**src/rtl/tlb_op_sequencer.sv**
```systemverilog
// Sequences TLBP/TLBR/TLBW held in the MEM stage: stalls MEM, runs the TLB transaction, commits to CP0.
// Optional refetch after TLBR/TLBW is enabled by defining TLB_REFETCH_EN.
module tlb_op_sequencer #(
    parameter int IDX_W = 4
) (
    input  logic             clk,
    input  logic             rst,
    input  logic             MEM_IsTLBP,
    input  logic             MEM_IsTLBR,
    input  logic             MEM_IsTLBW,
    input  logic             MEM_ExcValid,
    input  logic [31:0]      MEM_PC,
    input  logic             Ext_Stall,
    input  logic             Exc_Flush,
    input  logic [IDX_W-1:0] CP0_Index,
    input  logic             TLB_Ack,
    input  logic             TLB_Hit,
    input  logic [IDX_W-1:0] TLB_HitIdx,
    output logic             TLB_Req,
    output logic [1:0]       TLB_Op,
    output logic [IDX_W-1:0] TLB_Idx,
    output logic             CP0_IndexWr,
    output logic [31:0]      CP0_IndexData,
    output logic             CP0_EntryWr,
    output logic             Seq_Stall,
    output logic             Refetch_Req,
    output logic [31:0]      Refetch_PC,
    output logic             Busy
);

    typedef enum logic [1:0] {
        S_IDLE,
        S_REQ,
        S_COMMIT,
        S_HOLD
    } state_t;

    localparam logic [1:0] OP_NONE  = 2'b00;
    localparam logic [1:0] OP_PROBE = 2'b01;
    localparam logic [1:0] OP_READ  = 2'b10;
    localparam logic [1:0] OP_WRITE = 2'b11;

    state_t           state_q, state_d;
    logic [1:0]       op_q, op_d;
    logic [IDX_W-1:0] idx_q, idx_d;
    logic             flush_q, flush_d;
    logic             req_q, req_d;
    logic             index_wr_q, index_wr_d;
    logic             entry_wr_q, entry_wr_d;
    logic [31:0]      index_data_q, index_data_d;
    logic             busy_q, busy_d;

    logic             start;
    logic [1:0]       start_op;

    assign start = (MEM_IsTLBP | MEM_IsTLBR | MEM_IsTLBW) & ~MEM_ExcValid & ~Exc_Flush;

    always_comb begin
        start_op = OP_NONE;
        if (MEM_IsTLBP)      start_op = OP_PROBE;
        else if (MEM_IsTLBR) start_op = OP_READ;
        else if (MEM_IsTLBW) start_op = OP_WRITE;
    end

    always_comb begin
        state_d      = state_q;
        op_d         = op_q;
        idx_d        = idx_q;
        flush_d      = flush_q;
        req_d        = req_q;
        index_wr_d   = 1'b0;
        entry_wr_d   = 1'b0;
        index_data_d = index_data_q;
        busy_d       = busy_q;

        case (state_q)
            S_IDLE: begin
                if (start) begin
                    state_d = S_REQ;
                    op_d    = start_op;
                    idx_d   = (start_op == OP_PROBE) ? '0 : CP0_Index;
                    flush_d = 1'b0;
                    req_d   = 1'b1;
                    busy_d  = 1'b1;
                end
            end
            S_REQ: begin
                // A flush seen in any REQ cycle is remembered; the request still runs to ack.
                if (Exc_Flush) flush_d = 1'b1;
                if (TLB_Ack) begin
                    req_d = 1'b0;
                    if (flush_q || Exc_Flush) begin
                        state_d = S_IDLE;
                        busy_d  = 1'b0;
                    end else begin
                        state_d = S_COMMIT;
                        if (op_q == OP_PROBE) begin
                            index_wr_d   = 1'b1;
                            index_data_d = {~TLB_Hit, {(31-IDX_W){1'b0}}, TLB_HitIdx};
                        end
                        if (op_q == OP_READ) entry_wr_d = 1'b1;
                    end
                end
            end
            S_COMMIT, S_HOLD: begin
                if (Exc_Flush || !Ext_Stall) begin
                    state_d = S_IDLE;
                    busy_d  = 1'b0;
                end else begin
                    state_d = S_HOLD;
                end
            end
            default: begin
                state_d = S_IDLE;
                busy_d  = 1'b0;
                req_d   = 1'b0;
            end
        endcase
    end

    always_ff @(posedge clk) begin
        if (rst) begin
            state_q      <= S_IDLE;
            op_q         <= OP_NONE;
            idx_q        <= '0;
            flush_q      <= 1'b0;
            req_q        <= 1'b0;
            index_wr_q   <= 1'b0;
            entry_wr_q   <= 1'b0;
            index_data_q <= '0;
            busy_q       <= 1'b0;
        end else begin
            state_q      <= state_d;
            op_q         <= op_d;
            idx_q        <= idx_d;
            flush_q      <= flush_d;
            req_q        <= req_d;
            index_wr_q   <= index_wr_d;
            entry_wr_q   <= entry_wr_d;
            index_data_q <= index_data_d;
            busy_q       <= busy_d;
        end
    end

    assign TLB_Req       = req_q;
    assign TLB_Op        = req_q ? op_q : OP_NONE;
    assign TLB_Idx       = req_q ? idx_q : '0;
    assign CP0_IndexWr   = index_wr_q;
    assign CP0_IndexData = index_data_q;
    assign CP0_EntryWr   = entry_wr_q;
    assign Busy          = busy_q;
    // Combinational so the instruction never leaves MEM on the start cycle.
    assign Seq_Stall     = ((state_q == S_IDLE) & start) | (state_q == S_REQ);

`ifdef TLB_REFETCH_EN
    logic [31:0] refetch_pc_q, refetch_pc_d;

    assign refetch_pc_d = ((state_q == S_IDLE) && start) ? (MEM_PC + 32'd4) : refetch_pc_q;

    always_ff @(posedge clk) begin
        if (rst) refetch_pc_q <= '0;
        else     refetch_pc_q <= refetch_pc_d;
    end

    // Pulse on the cycle the instruction leaves MEM; op_q[1] selects TLBR/TLBW.
    assign Refetch_Req = ((state_q == S_COMMIT) || (state_q == S_HOLD)) &
                         ~Ext_Stall & ~Exc_Flush & op_q[1];
    assign Refetch_PC  = refetch_pc_q;
`else
    logic unused_mem_pc;

    assign unused_mem_pc = ^MEM_PC;
    assign Refetch_Req   = 1'b0;
    assign Refetch_PC    = '0;
`endif

endmodule

```
**config.mk**
```make
export PLATFORM = sky130hd
export DESIGN_NAME = tlb_op_sequencer
export DESIGN_NICKNAME = d
export VERILOG_FILES = /design/src/rtl/tlb_op_sequencer.sv
export SDC_FILE = /design/constraint.sdc
export NUM_CORES = 1
export LEC_CHECK = 0
export CAP_MARGIN = 10
export CORE_MARGIN = 2
export CORE_UTILIZATION = 33
export CTS_BUF_LIST = sky130_fd_sc_hd__clkbuf_16
export CTS_CLUSTER_DIAMETER = 120
export CTS_CLUSTER_SIZE = 20
export DETAILED_ROUTE_END_ITERATION = 6
export PLACE_DENSITY = 0.86
export SLEW_MARGIN = 25
export SYNTH_ARGS = -nofsm -noshare
export SYNTH_HDL_FRONTEND = slang
export SYNTH_SLANG_ARGS = --single-unit
```
**constraint.sdc**
```tcl
create_clock -name clk -period 2.1 [get_ports clk]
set_input_delay 0.21 -clock clk [delete_from_list [all_inputs] [get_ports clk]]
set_output_delay 0.21 -clock clk [all_outputs]
set_load 0.01 [all_outputs]
```
==> impl_metrics.ini <==
[outcome]
status = completed

[detailed_routing]
wl_mm = 2.33
vias = 942
drt_first_pass_iters = 4
drc_errors = 0
vias_per_cell = 3.97
drtAntennaViolNets = 0
drtIter0Drc = 58
wl_per_cell_um = 9.81

[run]
max-cap-violations = 0

[pwr]
p_int_mw = 0.672
p_seq_share_pct = 40.4
swShare_pct = 25.7
powerDensity_nw_per_um2 = 575
power_switching_mw = 0.232
power_frac_comb_pct = 17.8
clock_power_share_pct = 41.8
vdd_drop_max_v = 0.000224
p_leak_nw = 0.666

[worst_setup_path]
path_buf_inv = 2
cp-endpoint = Seq_Stall
path_cells = clkdlybuf4s50_1 -> or3_1 -> a21oi_1 -> nor2_1 -> clkdlybuf4s50_1
cp_max_fo = 3
reg2reg_depth = 3
required_ns = 1.89
crit_family = buffers and inverters
crit_start = MEM_IsTLBR
cp-start-kind = input pin
crit_slowest_cell = clkdlybuf4s50_1
cpMostUsedCell = clkdlybuf4s50_1
r2r_slack_ns = 0.66
r2r-end = flush_q
crit_type = in -> out
cpPeakStageDelay_ns = 0.49
crit-reg2reg-launch = state_q[1]
crit_arrival_ns = 1.74
cp-end-kind = primary output
cp.depth = 5

[cts]
post_cts_resized = 0
clockBufferDepth = 2
h-tree-depth = 1
cts_sinks = 18
clock_latency_ns = 0.25
numCtsBuffers = 3
clk_pin_slew_ns = 0.05
hold_buffers = 0
cts_tree = done
cts-root-buf = clkbuf_16
cts_setup_buffers = 0

[synthesis]
ys_warn_count = 0
yosys.area.top_type = buf_4
netlist_instances = 153
ys_seq_area_share_pct = 27.3
avgSynthCellArea_um2 = 8.63
ys_seq_elements = 18
synthArstFlopShare_pct = 0
ys.flop_type = dfxtp_1
synth-edff-count = 0
synth.distinct_cells = 31
synthTopCellsByCount = 60 x buf_4, 18 x dfxtp_1, 10 x nand2b_1
yosys.area.top_type_share_pct = 34.1
yosys-top-cells-area = buf_4 34%, dfxtp_1 27%, nand2b_1 4.7%
synth_most_common_cell = buf_4
syn_area_um2 = 1320

[timing]
finalWorstSetupSlack_ns = 0.147
setup_violations = 0
setup_tns_ns = 0
worst_pin_slew_ns = 0.491
final-max-slew-violation-count = 0
grt_setup_unrepaired = no
finalCritPeriodShare_pct = 93.0
skew_ns = 0.00163
fmax_mhz = 512
period_minus_slack_ns = 1.95
finalHoldViolations = 0
relSlewSlack_pct = 67.0

[die]
fp.dieH_um = 67.2
dieWidth_um = 67.2
io_pins = 126
initial_core_util_pct = 35.3
rows = 22
die-area_um2 = 4520
core_area_um2 = 3740

[placement]
dp_hpwl_mm = 1.88
pre_cts_ws_ns = 0.139
globalplace.congestion = 0.771
port_buffers = 33
dp_cells = 233

[finish]
nNetsFinal = 240
diodes = 0
final_layout_size_suffix_gt1_share_pct = 6.88
fin_cells = 237
area_delta_synth_final_pct = 19.1

[min_path]
hp-class = reg -> reg

[global_route]
grt_use_total_pct = 9.65
grt_pass1_vias = 772
grt_max_degree = 21
grt_pass1_wl_mm = 3.33
grt_antenna_before_repair = 0
overflow = 0
-- final cells by class --
type                            instances  area, um2
Timing Repair Buffer                   39        375
Fill cell                             405       2170
Inverter                                1       3.75
Tap cell                               48       60.1
Clock buffer                            3       75.1
Sequential cell                        18        360
Clock inverter                          1       3.75
Multi-Input combinational cell        127        694
-- registers in the layout, summed over array words and instances, names as in the netlist --
name           flops
CP0_IndexData      5
idx_q              4
op_q               2
state_q            2
Busy               1
CP0_EntryWr        1
CP0_IndexWr        1
TLB_Req            1
flush_q            1
-- cell families after synthesis --
group           count (synthesis)  share of synthesized area [%]
flops                          18                           27.3
mux                             6                           4.93
simple gates                   40                           21.2
other cells                     1                          0.284
buf+inv                        67                           36.9
compound gates                 21                           9.38
-- stage by stage --
stage	total power, mW	hold slack (ns)	area, um2	utilization, %
final	0.904	0.473	1570	42.0
after global routing	0.947	0.499	1570	42.0
after CTS	0.911	0.472	1570	42.0
after detailed placement	0.531	0.464	1490	39.9
after global placement	0.529	0.453	1490	39.9
after floorplan	0.550	0.307	1540	-
-- worst min-delay path by stage --
stage                     cells past startpoint          endpoint             start
after global placement                        2          idx_q[2]          idx_q[2]
after global routing                          2  CP0_IndexData[3]  CP0_IndexData[3]
after CTS                                     2          idx_q[0]          idx_q[0]
after detailed placement                      2          idx_q[0]          idx_q[0]
final                                         2          idx_q[3]          idx_q[3]
after floorplan                               1           op_q[1]        MEM_IsTLBP
-- tightest hold or removal path, cell delays in order, from the launching register on --
cell	delay, ns
dfxtp_1	0.30
o21ai_0	0.06
a21oi_1	0.06
-- placed cells by master, fill, tap and decap left out, types with 2 or more instances in the layout --
cell / netlist / routed
clkdlybuf4s50_1: 0 / 33
nor2_1: 6 / 6
dfxtp_1: 18 / 18
nand4_1: 4 / 4
nand2b_1: 10 / 10
nor2b_1: 2 / 2
mux2i_1: 5 / 5
nor3_1: 2 / 2
o21ai_0: 6 / 6
buf_4: 60 / 6
conb_1: 1 / 60
nor4_4: 2 / 2
a21oi_1: 9 / 9
and2_1: 6 / 6
or4_1: 2 / 2
clkbuf_16: 0 / 3
-- per-layer routing --
| layer | vias to the layer above | share of wire (%) | GRT usage [%] |
|---|---|---|---|
| met4 | 0 | 1.2 | 6.12 |
| met3 | 4 | 7.9 | 1.67 |
| met2 | 49 | 52 | 16.2 |
| met5 | - | 0 | 0 |
| li1 | 465 | - | - |
| met1 | 424 | 39 | 11.3 |
-- power by group through the flow --
| stage | clock, mW | sequential [mW] | combinational, mW |
|---|---|---|---|
| floorplan | 0 | 0.367 | 0.183 |
| detailed placement | 0 | 0.372 | 0.159 |
| global placement | 0 | 0.371 | 0.157 |
| finish | 0.378 | 0.365 | 0.161 |
| CTS | 0.386 | 0.365 | 0.160 |
| global route | 0.403 | 0.367 | 0.177 |
(Power assumes the default switching activity.)
